File: src/rtl/sev_seg_scan_capture.sv
// rtl/sev_seg_scan_capture.sv - reassembles a 16-bit word from a 4-digit seven-segment scan bus
// Synchronizes, debounces and order-checks the nibble/one-hot-enable pair.
module sev_seg_scan_capture #(
  parameter int SETTLE  = 4,
  parameter int TIMEOUT = 20000
) (
  input  logic        clk,
  input  logic        rst,
  input  logic [3:0]  dig_in,
  input  logic [3:0]  en_in,
  output logic [15:0] word_out,
  output logic        word_valid,
  output logic        frame_err,
  output logic        locked
);

  localparam logic [7:0]  SETTLE_C = 8'(SETTLE);
  localparam logic [19:0] TO_LAST  = 20'(TIMEOUT - 1);

  typedef enum logic {HUNT, LOCK} state_t;

  logic [7:0]  sync1, sync2;
  logic [7:0]  stable_cnt;
  logic        fired;
  logic [3:0]  s_en, s_dig;
  logic        same, strobe, blank, multi;
  logic [1:0]  k;
  logic [15:0] merged;

  state_t      state;
  logic [15:0] shadow;
  logic [1:0]  exp_k, last_k;
  logic [19:0] tcnt;

  assign s_en  = sync2[7:4];
  assign s_dig = sync2[3:0];
  assign same  = (sync1 == sync2);
  // Requiring sync1 to still match keeps runs shorter than SETTLE+2 from ever strobing.
  assign strobe = same && !fired && (stable_cnt == SETTLE_C);
  assign blank  = (s_en == 4'b0000);
  assign multi  = ((s_en & (s_en - 4'd1)) != 4'b0000);

  always_comb begin
    k = 2'd0;
    case (s_en)
      4'b0010: k = 2'd1;
      4'b0100: k = 2'd2;
      4'b1000: k = 2'd3;
      default: k = 2'd0;
    endcase
  end

  always_comb begin
    merged = shadow;
    merged[4*k +: 4] = s_dig;
  end

  always_ff @(posedge clk or posedge rst) begin
    if (rst) begin
      sync1      <= 8'h00;
      sync2      <= 8'h00;
      stable_cnt <= 8'd0;
      fired      <= 1'b0;
    end else begin
      sync1 <= {en_in, dig_in};
      sync2 <= sync1;
      if (!same) begin
        stable_cnt <= 8'd0;
        fired      <= 1'b0;
      end else begin
        if (stable_cnt != SETTLE_C)
          stable_cnt <= stable_cnt + 8'd1;
        if (strobe)
          fired <= 1'b1;
      end
    end
  end

  always_ff @(posedge clk or posedge rst) begin
    if (rst) begin
      state      <= HUNT;
      shadow     <= 16'h0000;
      exp_k      <= 2'd0;
      last_k     <= 2'd0;
      tcnt       <= 20'd0;
      word_out   <= 16'h0000;
      word_valid <= 1'b0;
      frame_err  <= 1'b0;
      locked     <= 1'b0;
    end else begin
      word_valid <= 1'b0;
      frame_err  <= 1'b0;
      case (state)
        HUNT: begin
          tcnt <= 20'd0;
          if (strobe && !blank) begin
            if (multi) begin
              frame_err <= 1'b1;
              shadow    <= 16'h0000;
            end else if (k == 2'd0) begin
              shadow <= merged;
              exp_k  <= 2'd1;
              last_k <= 2'd0;
              state  <= LOCK;
              locked <= 1'b1;
            end
          end
        end
        LOCK: begin
          if (strobe && !blank) begin
            tcnt <= 20'd0;
            if (multi) begin
              frame_err <= 1'b1;
              shadow    <= 16'h0000;
              state     <= HUNT;
              locked    <= 1'b0;
            end else if (k == exp_k) begin
              shadow <= merged;
              last_k <= k;
              if (k == 2'd3) begin
                word_out   <= merged;
                word_valid <= 1'b1;
                exp_k      <= 2'd0;
              end else begin
                exp_k <= exp_k + 2'd1;
              end
            end else if (k == last_k) begin
              // Same slot with a new value: a repeated slot 3 only feeds the next frame.
              shadow <= merged;
            end else begin
              frame_err <= 1'b1;
              if (k == 2'd0) begin
                shadow <= merged;
                exp_k  <= 2'd1;
                last_k <= 2'd0;
              end else begin
                state  <= HUNT;
                locked <= 1'b0;
              end
            end
          end else if (tcnt == TO_LAST) begin
            tcnt      <= 20'd0;
            frame_err <= 1'b1;
            state     <= HUNT;
            locked    <= 1'b0;
          end else begin
            tcnt <= tcnt + 20'd1;
          end
        end
        default: begin
          state  <= HUNT;
          locked <= 1'b0;
        end
      endcase
    end
  end

endmodule

File: config.mk
export PLATFORM = sky130hd
export DESIGN_NAME = sev_seg_scan_capture
export DESIGN_NICKNAME = d
export VERILOG_FILES = /design/src/rtl/sev_seg_scan_capture.sv
export SDC_FILE = /design/constraint.sdc
export NUM_CORES = 1
export LEC_CHECK = 0
export CAP_MARGIN = 30
export CORE_MARGIN = 2
export CORE_UTILIZATION = 50
export CTS_BUF_LIST = sky130_fd_sc_hd__clkbuf_4 sky130_fd_sc_hd__clkbuf_8
export DETAILED_ROUTE_END_ITERATION = 10
export PLACE_DENSITY_LB_ADDON = 0.2
export REMOVE_ABC_BUFFERS = 1
export SYNTH_ARGS = -nofsm -noshare
export SYNTH_HDL_FRONTEND = slang
export SYNTH_SLANG_ARGS = --single-unit
File: constraint.sdc
create_clock -name clk -period 2.4 [get_ports clk]
set_input_delay 0.36 -clock clk [delete_from_list [all_inputs] [get_ports clk]]
set_output_delay 0.36 -clock clk [all_outputs]
set_load 0.02 [all_outputs]
# Word level (Yosys, flattened, before mapping)
# Cells that the tools add are included.
# op_classes
n_eq_ne	22
mul	0
n_reduce_logical	12
add_sub_neg	5
order_cmp	0
n_bitwise	3
shifts	2
n_mux	66
n_div	0
# op_table
cell	count
two-way mux 16 bit	7
two-way mux 20 bit	2
case mux 20 bit (2 select lines)	1
negator 4 -> 34 bit	1
variable shift 4 x 34 -> 16 bit, first input constant	1
variable part select 4 x 34 -> 16 bit	1
case mux 16 bit (2 select lines)	1
two-way mux 1 bit	31
two-way mux 2 bit	15
adder 20 x 1 -> 20 bit, second input constant	1
== test 20 x 15 -> 1 bit, second input constant	1
bitwise mux 16 bit	1
two-way mux 8 bit	2
inequality test 4 bit, second input constant	3
AND reduction 5 bit	2
adder 8 x 1 -> 8 bit, second input constant	1
== test 8 x 3 -> 1 bit, second input constant	1
== test 8 bit	1
inequality test 2 bit, second input constant	4
inequality test 8 x 3 -> 1 bit, second input constant	1
case mux 2 bit (2 select lines)	2
AND reduction 7 bit	1
inequality test 2 x 1 -> 1 bit, second input constant	3
case mux 1 bit (2 select lines)	3
18 further kinds	23
# word_totals
memories	0
mem_bits_ro	0
latchBits	0
out_inout_bits	19
input_bits	10
reg_bits	85
elab_cells	123
ramBits	0

# Logic depth before layout (Yosys ltp)
# logic_depth
word_depth	11
mapped_depth	11
depth_no_buf	9

# Worst setup path before layout
# No wires, ideal clock.
# synth_timing
path_kind	flip-flop to flip-flop
start	register sync2[6]
end	register shadow[0]
path_slack_ps	116
synth_period_minus_slack_ps	2284
n_path_buf	2
arrival_ps	2219
setup_time_ps	66
path_stages_with_launch	9
t_required_ps	2334
path_cell_list	dfrtp_1 -> buf_6 -> nor2b_1 -> o21ai_0 -> ha_1 -> clkbuf_1 -> nor3b_1 -> and3_1 -> a22o_1
# synth_via
elab_chain_cells	11
elab_cells_between_ends	31
classes_between	add/sub (2); eq/ne (8); shift (2); mux (10); bitwise (1); reduce/logical (8)
# synth_lines
item	line_no	text
start, declared	22	logic [7:0] sync1, sync2;
start signal, assigned	66	sync2 <= sync1;
== test 4 bit (tied with other cells)	45	case (s_en)
case mux 2 bit (3 select lines)	45	
negator 4 -> 34 bit	55	merged[4*k +: 4] = s_dig;
variable part select 4 x 34 -> 16 bit / variable shift 4 x 34 -> 16 bit (equally long branches)	55	
bitwise mux 16 bit	55	
two-way mux 16 bit	100, 132	
two-way mux 16 bit	127	end else if (k == last_k) begin
two-way mux 16 bit	117	end else if (k == exp_k) begin
two-way mux 16 bit	112	if (multi) begin
two-way mux 16 bit	110	if (strobe && !blank) begin
case mux 16 bit (2 select lines)	93	case (state)
end signal, assigned	101	shadow <= merged;
end signal, assigned	118	shadow <= merged;
end signal, assigned	129	shadow <= merged;
end, declared	31	logic [15:0] shadow;
# Parallel ways exist; a longest one is shown, timed or not. The select of a mux whose other input is x is not followed.
# A chain may end at the register's enable or synchronous reset.

# Worst setup path in the final report
# layout_timing
start	register sync2[5]
end	register word_out[10]
# layout_via
elab_chain_cells	5
elab_cells_between_ends	21
classes_between	add/sub (2); eq/ne (6); shift (2); mux (2); bitwise (2); reduce/logical (7)
# layout_lines
item	line_no	text
== test 4 bit (tied with other cells)	45	
case mux 2 bit (3 select lines) (tied with other cells)	45	
negator 4 -> 34 bit (tied with other cells)	55	
variable part select 4 x 34 -> 16 bit (tied with other cells)	55	
bitwise mux 16 bit / AND reduction 5 bit (equally long branches)	-	
end signal, assigned	121	word_out <= merged;
end, declared	11	output logic [15:0] word_out,
# Parallel ways exist; a longest one is shown, timed or not.

==> summary.txt <==
Placement
  – Placed inst area: between 4000 and 5000 µm²
  – Setup WS pre-CTS: -0.0744 ns
  – Port buffer count: 28
  – Post-DP HPWL: approximately 6600 µm
  – Placed Instances: just under 600
  – GPL Wtd Cong: roughly 0.9

Setup path
  – Worst setup SP type: flip-flop
  – CP top delay family: simple AND/OR/NAND/NOR gates
  – Worst-path maximum fanout: 12
  – Delay of the slowest critical-path stage: just under 0.5 ns
  – Worst path cell trace: nand2b_1 -> a211o_4 -> buf_4 -> ha_1 -> and4_1 -> nand2_1 -> o21ai_0 -> mux2_4
  – WS Path Type: flip-flop to flip-flop
  – Critical Path AT: roughly 2.5 ns
  – Critical path required time: approximately 2.7 ns
  – WP buf/inv: 1
  – CP max stage cell: dfrtp_2
  – Setup crit end kind: flip-flop
  – Flop-to-flop setup slack: 0.12 ns

STA
  – Min cycle time layout: between 2 and 2.5 ns
  – Relative slew margins: 54.9%
  – RSZ-0062 raised after global routing: no
  – Setup TNS: 0 ns
  – Final Hold Viols: 0
  – Max-slew violation count: 0
  – Fmax: around 440 MHz
  – Worst Tran Pin Value: around 0.68 ns
  – Worst Clk Skew: 0.0102 ns
  – Setup violators final: 0
  – Setup ws final: approximately 0.12 ns
  – Final period util: between 90% and 100%

Routing
  – Avg Vias per Cell: between 5 and 6
  – Detailed Routing Iterations Pass 1: 5
  – DRC: 0
  – Post-DRT Antenna Nets: 0
  – First-iteration detailed-routing DRC count: ~160
  – Vias post-DR: ~3,300
  – Total wire length: 9280 µm
  – Routed WL per cell: about 15 µm

Logic synthesis
  – Xor/xnor share of the synthesized area: between 6 and 7%
  – Synth Cell Area: between 4000 and 5000 µm²
  – Top-count cell post-synth: dfrtp_1
  – Commonest cells in the netlist: dfrtp_1, nand2_1, nor2_1, o21ai_0, a21oi_1
  – Yosys top cell area share: around half
  – Synth async-reset ratio: 100%
  – Synth top area cells: dfrtp_1, nand2_1, o21ai_0
  – Synth Area in Compound Gates: 14.5%
  – Mux contribution to synthesized area: 1.49%
  – Yosys warning count: 0
  – Post-synthesis cell count: approximately 450
  – FF+latch count, synth: 85
  – Share of the yosys chip area belonging to registers: around half
  – Avg Inst Size Synth: approximately 9.8 µm²
  – Main combinational cell family by area after synthesis: simple AND/OR/NAND/NOR gates
  – Top_reg_cell synth: dfrtp_1
  – Yosys cell types: between 60 and 70
  – Fraction of the mapped netlist area in adder cells: under 10%
  – Synth area leader: dfrtp_1
  – Post-synth EDFFs: 0
  – Post-synthesis simple-gate area fraction: a little over a fifth

Clock tree
  – Clock Sinks: between 80 and 90
  – Worst skew pair latency: between 0.3 and 0.4 ns
  – CTS Buffer Depth: 2
  – Number of buffers created by CTS: 9
  – CTS tree: yes
  – Root buffer cell: clkbuf_8
  – H-tree levels: 3
  – Worst-path clk slew: 0.08 ns

GRT
  – GRT overflow: 0
  – Vias in the first global route: around 3,300
  – Antenna violations before repair: 0
  – Largest net degree at the start of global routing: 36
  – GRT Resource Usage Total: 20.3%
  – Global-route wire length before repair: between 15,000 and 20,000 µm

Cells and area
  – Area Growth Syn to Fin: 18.4%
  – Layout cell share with drive strength beyond 1: between 10% and 20%
  – Finished Layout Cells: 607
  – Diodes inserted: 0
  – Fin area: ~5200 µm²
  – Final-stage net count: roughly 500
  – FILL cells: 745

Floorplanning
  – Die area: 9490 µm²
  – Ports: 29
  – Initial core utilization: about half
  – Core footprint: around 8600 µm²
  – Die outline width: 97.4 µm
  – Die span in y: between 90 and 100 µm
  – Row cnt: 34

Worst hold path
  – Min-Delay Path Class: primary input to async pin

Power
  – Pwr Total: 0.00271 W
  – Leakage: around 2.2 nW
  – Pwr dens: 524 nW/µm²
  – Worst VDD drop: approximately 0.00032 V

Flow run
  – Max cap viols: 0

Outcome
  – Outcome: finished clean
==> layer usage <==
| metal | vias up | track usage (%) | part of all wire, % |
|---|---|---|---|
| li1 | 1646 | - | - |
| met1 | 1607 | 27.2 | 47 |
| met2 | 53 | 33.4 | 49 |
| met3 | 9 | 3.67 | 2.8 |
| met4 | 0 | 6.73 | 1.4 |
| met5 | - | 0 | 0 |
==> cell usage in the layout (no fill, tap or decap), types with 4 or more instances in the layout <==
| master | instances |
|---|---|
| nor2_1 | 41 |
| dfrtp_1 | 83 |
| and2_1 | 4 |
| clkbuf_8 | 11 |
| a22o_1 | 5 |
| nand2_1 | 52 |
| nor3_1 | 4 |
| or3_1 | 4 |
| o21ai_1 | 5 |
| clkdlybuf4s50_1 | 28 |
| o22ai_1 | 4 |
| nand2b_1 | 4 |
| buf_4 | 24 |
| nand4_1 | 8 |
| xnor2_1 | 14 |
| inv_1 | 19 |
| ha_1 | 7 |
| nor2b_1 | 8 |
| a21oi_1 | 24 |
| o21ai_0 | 32 |
| nand3_1 | 17 |
| o211ai_1 | 5 |
| and3_1 | 8 |
| xor2_1 | 16 |
==> logic make-up after synthesis <==
logic type	count (synthesis)
simple gates	178
compound gates	98
flops	85
buf+inv	40
xor+xnor	30
fa+ha+maj	10
mux	5
==> per-stage QoR <==
step           utilization (%)  hold WS (ns)
2_1_floorplan                -         0.373
3_3_place_gp              57.0         0.379
3_5_place_dp              57.0         0.385
4_1_cts                   59.7         0.396
5_1_grt                   60.2         0.403
6_report                  60.2         0.390
==> worst paths after layout <==
| kind | startpoint | to | cells after the start |
|---|---|---|---|
| min | rst | tcnt[0] | 2 |
| max | sync2[5] | word_out[10] | 8 |
| max in group asynchronous | rst | shadow[15] | 3 |
| min in group clk | sync1[2] | sync2[2] | 0 |
| max reg2reg | sync2[5] | word_out[10] | 8 |
| min reg2reg | sync1[2] | sync2[2] | 0 |
==> worst register-to-register path, stage by stage, from the launching register on <==
cell and delay [ns]:
dfrtp_2 0.49, nand2b_1 0.20, a211o_4 0.37, buf_4 0.16, ha_1 0.22, and4_1 0.24
nand2_1 0.10, o21ai_0 0.11, mux2_4 0.27
==> timing repair <==
| item | in CTS | in global routing |
|---|---|---|
| gates cloned | 0 | 1 |
| endpoints found under the setup margin | 6 | 14 |
| buffers inserted | 0 | 1 |
| endpoints found under the hold margin | 0 | 0 |
| hold buffers | 0 | 0 |
| pin swaps | 0 | 2 |
| resized for setup | 3 | 8 |
==> state kept, by name (all words and copies together), names as in the netlist <==
register,cells
sync1,8
fired,1
locked,1
last_k,2
tcnt,20
shadow,16
state,1
exp_k,2
word_out,16
sync2,8
stable_cnt,8
frame_err,1
word_valid,1
==> power breakdown <==
part	switching (W)	total (W)	internal, W
sequential	0.0000157	0.00146	0.00144
combinational	0.000106	0.000180	0.0000737
clock	0.000517	0.00107	0.000553
==> layout make-up <==
class	count	area, µm²	area share [%]
well taps	108	135	2.61
repair buffers	55	520	10.1
clock buffers	12	159	3.07
flip-flops and latches	85	2130	41.2
multi-input cells	322	2090	40.5
inverters	21	80.1	1.55
clock inverters	4	53.8	1.04
No activity file was read; power rests on OpenSTA's default activity.
